$ cat src/rtl/keyed_load_modulator_if.sv
// rtl/keyed_load_modulator_if.sv - control and load-bank bundle for keyed_load_modulator
//
// Purpose: groups the key capture, run control and load outputs of the
// keyed load modulator so that they travel as one port.
// Signals:
//   key        key to capture (KEY_W bits)
//   key_vld    capture strobe for key
//   en         run enable
//   mode       load source: 0 = key XOR LFSR, 1 = raw key
//   load       registered load bank (CHUNK*FANOUT bits)
//   chunk_idx  index of the chunk currently driven on load
//   active     high while the modulator is running
// Modports: master drives the controls, slave is the modulator itself.
interface keyed_load_modulator_if #(
    parameter int KEY_W  = 128,
    parameter int CHUNK  = 8,
    parameter int FANOUT = 8,
    parameter int IDX_W  = ((KEY_W / CHUNK) > 1) ? $clog2(KEY_W / CHUNK) : 1
);
    logic [KEY_W-1:0]        key;
    logic                    key_vld;
    logic                    en;
    logic                    mode;
    logic [CHUNK*FANOUT-1:0] load;
    logic [IDX_W-1:0]        chunk_idx;
    logic                    active;

    modport master (
        output key, key_vld, en, mode,
        input  load, chunk_idx, active
    );

    modport slave (
        input  key, key_vld, en, mode,
        output load, chunk_idx, active
    );
endinterface

$ cat src/rtl/keyed_load_modulator.sv
// rtl/keyed_load_modulator.sv - key-dependent switching-load generator with epoch chunk walk
//
// Purpose: captures a key and drives a registered fan-out load bank from one
// CHUNK-bit slice of the key at a time, optionally XOR-masked by an internal
// Fibonacci LFSR. Each slice is held for EPOCH_LEN running cycles before the
// walk moves to the next slice, wrapping after the last one.
// Ports:
//   clk   rising-edge clock
//   rst   synchronous active-high reset
//   bus   keyed_load_modulator_if.slave: key/key_vld/en/mode in,
//         load/chunk_idx/active out (all outputs registered)
module keyed_load_modulator #(
    parameter int                KEY_W     = 128,
    parameter int                CHUNK     = 8,
    parameter int                FANOUT    = 8,
    parameter int                LFSR_W    = 20,
    parameter logic [LFSR_W-1:0] TAPS      = 20'h90000,
    parameter logic [LFSR_W-1:0] SEED      = 20'h00001,
    parameter int                EPOCH_LEN = 256
) (
    input  logic clk,
    input  logic rst,
    keyed_load_modulator_if.slave bus
);
    localparam int N_CHUNKS = KEY_W / CHUNK;
    localparam int IDX_W    = (N_CHUNKS > 1) ? $clog2(N_CHUNKS) : 1;
    localparam int CNT_W    = (EPOCH_LEN > 1) ? $clog2(EPOCH_LEN) : 1;
    localparam int LOAD_W   = CHUNK * FANOUT;

    typedef enum logic [1:0] {
        S_IDLE  = 2'd0,
        S_RUN   = 2'd1,
        S_PAUSE = 2'd2
    } state_t;

    state_t                          state;
    logic [N_CHUNKS-1:0][CHUNK-1:0]  key_q;
    logic [LFSR_W-1:0]               lfsr;
    logic [CNT_W-1:0]                epoch_cnt;
    // chunk_ptr selects the slice for the next load update; chunk_idx reports
    // the slice of the load currently on the bank, so it moves together with
    // the first load of a new chunk rather than one edge earlier.
    logic [IDX_W-1:0]                chunk_ptr;
    logic [IDX_W-1:0]                chunk_idx_q;
    logic [LOAD_W-1:0]               load_q;
    logic                            active_q;

    logic [CHUNK-1:0]                mask;
    logic [CHUNK-1:0]                bits;
    logic [LOAD_W-1:0]               load_nxt;
    logic [LFSR_W-1:0]               lfsr_step;
    logic                            epoch_last;
    logic                            chunk_last;

    always_comb begin
        mask      = bus.mode ? '0 : lfsr[CHUNK-1:0];
        bits      = key_q[chunk_ptr] ^ mask;
        load_nxt  = '0;
        for (int i = 0; i < CHUNK; i++) begin
            for (int j = 0; j < FANOUT; j++) begin
                load_nxt[i*FANOUT+j] = bits[i];
            end
        end
        lfsr_step = {lfsr[LFSR_W-2:0], ^(lfsr & TAPS)};
        // The all-zero state is a lock-up point; fall back to the seed.
        if (lfsr_step == '0) begin
            lfsr_step = SEED;
        end
    end

    assign epoch_last = (epoch_cnt == CNT_W'(EPOCH_LEN - 1));
    assign chunk_last = (chunk_ptr == IDX_W'(N_CHUNKS - 1));

    always_ff @(posedge clk) begin
        if (rst) begin
            state       <= S_IDLE;
            key_q       <= '0;
            lfsr        <= SEED;
            epoch_cnt   <= '0;
            chunk_ptr   <= '0;
            chunk_idx_q <= '0;
            load_q      <= '0;
            active_q    <= 1'b0;
        end else if (bus.key_vld) begin
            // Capture restarts the walk at chunk 0 from any state; the LFSR
            // keeps running from wherever it was.
            key_q       <= bus.key;
            epoch_cnt   <= '0;
            chunk_ptr   <= '0;
            chunk_idx_q <= '0;
            load_q      <= '0;
            state       <= bus.en ? S_RUN : S_PAUSE;
            active_q    <= bus.en;
        end else begin
            case (state)
                S_IDLE: begin
                    load_q   <= '0;
                    active_q <= 1'b0;
                end
                S_RUN: begin
                    if (!bus.en) begin
                        state    <= S_PAUSE;
                        load_q   <= '0;
                        active_q <= 1'b0;
                    end else begin
                        load_q      <= load_nxt;
                        chunk_idx_q <= chunk_ptr;
                        lfsr        <= lfsr_step;
                        active_q    <= 1'b1;
                        if (epoch_last) begin
                            epoch_cnt <= '0;
                            chunk_ptr <= chunk_last ? '0 : chunk_ptr + 1'b1;
                        end else begin
                            epoch_cnt <= epoch_cnt + 1'b1;
                        end
                    end
                end
                S_PAUSE: begin
                    // Resuming only re-arms RUN; the next load update comes on
                    // the following edge, with counters as they were frozen.
                    load_q <= '0;
                    if (bus.en) begin
                        state    <= S_RUN;
                        active_q <= 1'b1;
                    end else begin
                        active_q <= 1'b0;
                    end
                end
                default: begin
                    state    <= S_IDLE;
                    load_q   <= '0;
                    active_q <= 1'b0;
                end
            endcase
        end
    end

    assign bus.load      = load_q;
    assign bus.chunk_idx = chunk_idx_q;
    assign bus.active    = active_q;
endmodule

$ cat src/flat_wrapper.sv
// flat-port wrapper written by rule: the top's interface ports become plain ports
module keyed_load_modulator_flat 
#(
    parameter int                KEY_W     = 128,
    parameter int                CHUNK     = 8,
    parameter int                FANOUT    = 8,
    parameter int                LFSR_W    = 20,
    parameter logic [LFSR_W-1:0] TAPS      = 20'h90000,
    parameter logic [LFSR_W-1:0] SEED      = 20'h00001,
    parameter int                EPOCH_LEN = 256
)
  (clk, rst, bus_key, bus_key_vld, bus_en, bus_mode, bus_load, bus_chunk_idx, bus_active);
  keyed_load_modulator_if #(.KEY_W(KEY_W), .CHUNK(CHUNK), .FANOUT(FANOUT)) bus_i ();
  input  logic clk;
  input  logic rst;
  input wire logic [$bits(bus_i.key)-1:0] bus_key;
  input wire logic [$bits(bus_i.key_vld)-1:0] bus_key_vld;
  input wire logic [$bits(bus_i.en)-1:0] bus_en;
  input wire logic [$bits(bus_i.mode)-1:0] bus_mode;
  output wire logic [$bits(bus_i.load)-1:0] bus_load;
  output wire logic [$bits(bus_i.chunk_idx)-1:0] bus_chunk_idx;
  output wire logic [$bits(bus_i.active)-1:0] bus_active;
  assign bus_i.key = bus_key;
  assign bus_i.key_vld = bus_key_vld;
  assign bus_i.en = bus_en;
  assign bus_i.mode = bus_mode;
  assign bus_load = bus_i.load;
  assign bus_chunk_idx = bus_i.chunk_idx;
  assign bus_active = bus_i.active;
  keyed_load_modulator #(.KEY_W(KEY_W), .CHUNK(CHUNK), .FANOUT(FANOUT), .LFSR_W(LFSR_W), .TAPS(TAPS), .SEED(SEED), .EPOCH_LEN(EPOCH_LEN)) u_core (.clk(clk), .rst(rst), .bus(bus_i));
endmodule
$ cat config.mk
export PLATFORM = sky130hd
export DESIGN_NAME = keyed_load_modulator_flat
export DESIGN_NICKNAME = d
export VERILOG_FILES = /design/src/rtl/keyed_load_modulator_if.sv /design/src/rtl/keyed_load_modulator.sv /design/src/flat_wrapper.sv
export SDC_FILE = /design/constraint.sdc
export NUM_CORES = 1
export LEC_CHECK = 0
export CAP_MARGIN = 40
export CORE_MARGIN = 3
export CORE_UTILIZATION = 51
export CTS_BUF_LIST = sky130_fd_sc_hd__clkbuf_2 sky130_fd_sc_hd__clkbuf_4 sky130_fd_sc_hd__clkbuf_8
export CTS_CLUSTER_SIZE = 12
export DETAILED_ROUTE_END_ITERATION = 16
export PLACE_DENSITY = 0.83
export SLEW_MARGIN = 20
export SYNTH_ARGS = -nofsm -noshare
export SYNTH_HDL_FRONTEND = slang
export SYNTH_SLANG_ARGS = --single-unit
export TNS_END_PERCENT = 5
$ cat constraint.sdc
create_clock -name clk -period 2.3 [get_ports clk]
set_clock_uncertainty 0.15 [all_clocks]
set_input_delay 0.46 -clock clk [delete_from_list [all_inputs] [get_ports clk]]
set_output_delay 0.46 -clock clk [all_outputs]
set_load 0.05 [all_outputs]
==> impl_metrics.yaml <==
pwr:
  seqPwrFrac: 0.505
  combPwrFrac: 0.124
  power_switching_mw: 1.51
  swShare: 0.235
  power-per-cell-area_nw_per_um2: 639
  power.total_mw: 6.43
  vdd_drop_max_uv: 411
  leakage_nw: 4.42
  p_int_mw: 4.92
  power_frac_clock: 0.371
floorplan:
  core_um2: 14900
  dieWidth_um: 131
  core.rowCount: 44
  pin_count: 202
  start_util: 0.533
  die_h_um: 131
  die-area_um2: 17100
sta:
  finalCriticalPeriod_ps: 2230
  tns_ps: 0
  slew_headroom: 0.525
  timing.final.crit_share: 0.970
  rsz0062_at_grt: "false"
  hold_viol: 0
  timing.final.ws_setup_ps: 69.4
  whs_ps: 160
  drv_slew: 0
  worstMarginPinSlew_ps: 712
  max_freq_mhz: 448
  setup_viol: 0
worst_setup_path:
  start_kind: "register"
  cpPeakStageDelay_ps: 800
  crit_arrival_ps: 1620
  r2r_slack_ps: 250
  critPathTopFamily: "buffers and inverters"
  worst_setup_path_end_kind: "primary output"
  cp_slowest_cell: "clkdlybuf4s50_1"
  r2r_start: "u_core.chunk_ptr[1]"
  crit_fanout: 2
  path_class: "register to primary output"
  timing.rr.end: "u_core.bus.load[39]"
  reg2reg_depth: 5
  cp.required_ps: 1690
  crit_chain: "clkdlybuf4s50_1"
  cp.buffers_inverters: 1
clocking:
  cts_tree: "yes"
  cts.sinks: 175
  clockBufferDepth: 2
  postCtsSetupRepairBufs: 0
  hold_buffers: 0
  ctsResizeCount: 62
  clock_latency_ps: 470
  cts_buffers: 17
  root_buffer: "clkbuf_8"
  htreeDepth: 4
  clk_pin_slew_worst_paths_ps: 90
grt:
  grt_pass1_wl_um: 29000
  antenna_found_initial: 0
  grt_max_degree: 98
  grt_pass1_vias: 5659
  grt.total_usage: 0.219
  globalRoute.totalOverflow: 0
worst_hold_path:
  holdPathEnd: "u_core.key_q[127]"
  hp-start: "bus_key_vld"
  hold_path_depth: 3
  worstHoldPathType: "input pin to register"
routing:
  via_per_inst: 5.43
  dr.pass1.iters: 7
  wl_um: 18500
  drc: 0
  final_antenna_net_count: 0
  wire_per_inst_um: 16.8
  drtIter0Drc: 417
  vias: 5978
yosys:
  synthTopCellsByArea: "dfxtp_1 44%, mux2i_1 18%, nor2_1 7.0%"
  syn_inst: 769
  synth_most_common_cell: "dfxtp_1"
  synth_warnings: 0
  synth_top_area_cell: "dfxtp_1"
  synth_edf_count: 0
  synthTopCellsByCount: "175 x dfxtp_1, 147 x nor2_1, 144 x mux2i_1, 56 x buf_4, 55 x nand2_1"
  ys_seq_elements: 175
  synth_top_area_share: 0.442
  ys.flop_type: "dfxtp_1"
  ys_seq_area_frac: 0.442
  synthArstFlopShare: 0
  synthesis.nets: 907
  synthDistinctLibCells: 40
  syn_area_per_cell_um2: 10.3
  synth_area_um2: 7930
final_layout:
  area_growth_pct: 27.1
  multiInputGateArea_um2: 3730
  nNetsFinal: 1042
  fillers: 1167
  register_area_um2: 3510
  layoutNonFillerInstCount: 1101
  layout-drive-gt1-share: 0.0949
  n_antenna_cell: 0
status:
  status: "finished, final reports clean"
job:
  drv_cap: 0
placed_design:
  place_ws_ps: 97.4
  routabilityCongestion: 0.824
  dpl.hpwl_um: 13400
  place_inst: 1069
  port_buffers: 201
power groups by stage:
stage / clock (mW) / sequential [mW] / combinational (mW)
floorplan: 0 / 3.30 / 0.469
global placement: 0 / 3.31 / 0.791
detailed placement: 0 / 3.32 / 0.809
CTS: 2.42 / 3.25 / 0.800
global route: 2.56 / 3.26 / 0.863
finish: 2.39 / 3.25 / 0.796
metrics by stage:
stage               utilization  cell area [um^2]
floorplan                     -              7930
global placement          0.652              9690
detailed placement        0.652              9690
CTS                       0.677             10100
global route              0.678             10100
finish                    0.678             10100
routing by layer:
| layer | part of all wire | routed length, um | vias to the layer above | global-route usage |
|---|---|---|---|---|
| met1 | 0.44 | 8190 | 2859 | 0.293 |
| met2 | 0.48 | 8990 | 186 | 0.352 |
| met3 | 0.055 | 1020 | 25 | 0.0484 |
| met4 | 0.018 | 342 | 0 | 0.0799 |
| met5 | 0 | 0 | - | 0 |
| li1 | - | - | 2908 | - |
how the worst max path moves through the flow:
| stage | slack [ps] | cells after the start | end | start |
|---|---|---|---|---|
| 6_report | 70 | 1 | bus_chunk_idx[1] | u_core.bus.chunk_idx[1] |
| 5_1_grt | 0.6 | 1 | bus_chunk_idx[1] | u_core.bus.chunk_idx[1] |
| 4_1_cts | 20 | 1 | bus_chunk_idx[3] | u_core.bus.chunk_idx[3] |
| 3_5_place_dp | 100 | 5 | u_core.chunk_ptr[3] | bus_en |
| 3_3_place_gp | 130 | 5 | u_core.chunk_ptr[3] | bus_en |
| 2_1_floorplan | 410 | 5 | u_core.bus.load[15] | u_core.chunk_ptr[1] |
state kept, by name, summed over array words and instances, names as in the netlist:
| register | cells |
|---|---|
| u_core.key_q | 128 |
| u_core.lfsr | 20 |
| u_core.bus.load | 8 |
| u_core.epoch_cnt | 8 |
| u_core.bus.chunk_idx | 4 |
| u_core.chunk_ptr | 4 |
| u_core.state | 2 |
| u_core.bus.active | 1 |
kinds of logic after synthesis:
logic type	after synthesis	share of synthesized area
compound gates	54	0.0470
buf+inv	112	0.0873
fa+ha+maj	5	0.00789
simple gates	236	0.123
xor+xnor	9	0.00995
flops	175	0.442
mux	178	0.283
cell type report:
type,instances,area share
timing repair buffer,221,0.210
clock buffer,23,0.0302
clock inverter,9,0.0154
sequential,175,0.348
inverter,7,0.00261
multi-input combinational,482,0.370
tap,184,0.0229
cell usage in the layout, fill, tap and decap left out, types with 2 or more instances in the layout:
cell	n
clkbuf_8	21
nand2b_1	9
and4_1	3
a21oi_1	28
nand2_1	55
xor2_1	4
bufinv_16	4
mux4_2	17
dlygate4sd2_1	62
nor3_1	5
mux2_2	2
buf_12	3
mux4_1	15
dfxtp_1	172
clkbuf_4	2
inv_1	7
clkinv_4	2
dfxtp_2	3
clkinv_2	2
nor4_1	4
ha_1	5
nand3_1	4
a211oi_1	2
a221oi_1	9
buf_4	20
xnor2_1	5
nor2_1	147
o21ai_0	2
o221a_2	7
clkdlybuf4s50_1	134
mux2i_1	144
nand4_1	3
No activity file was read; power rests on OpenSTA's default activity.
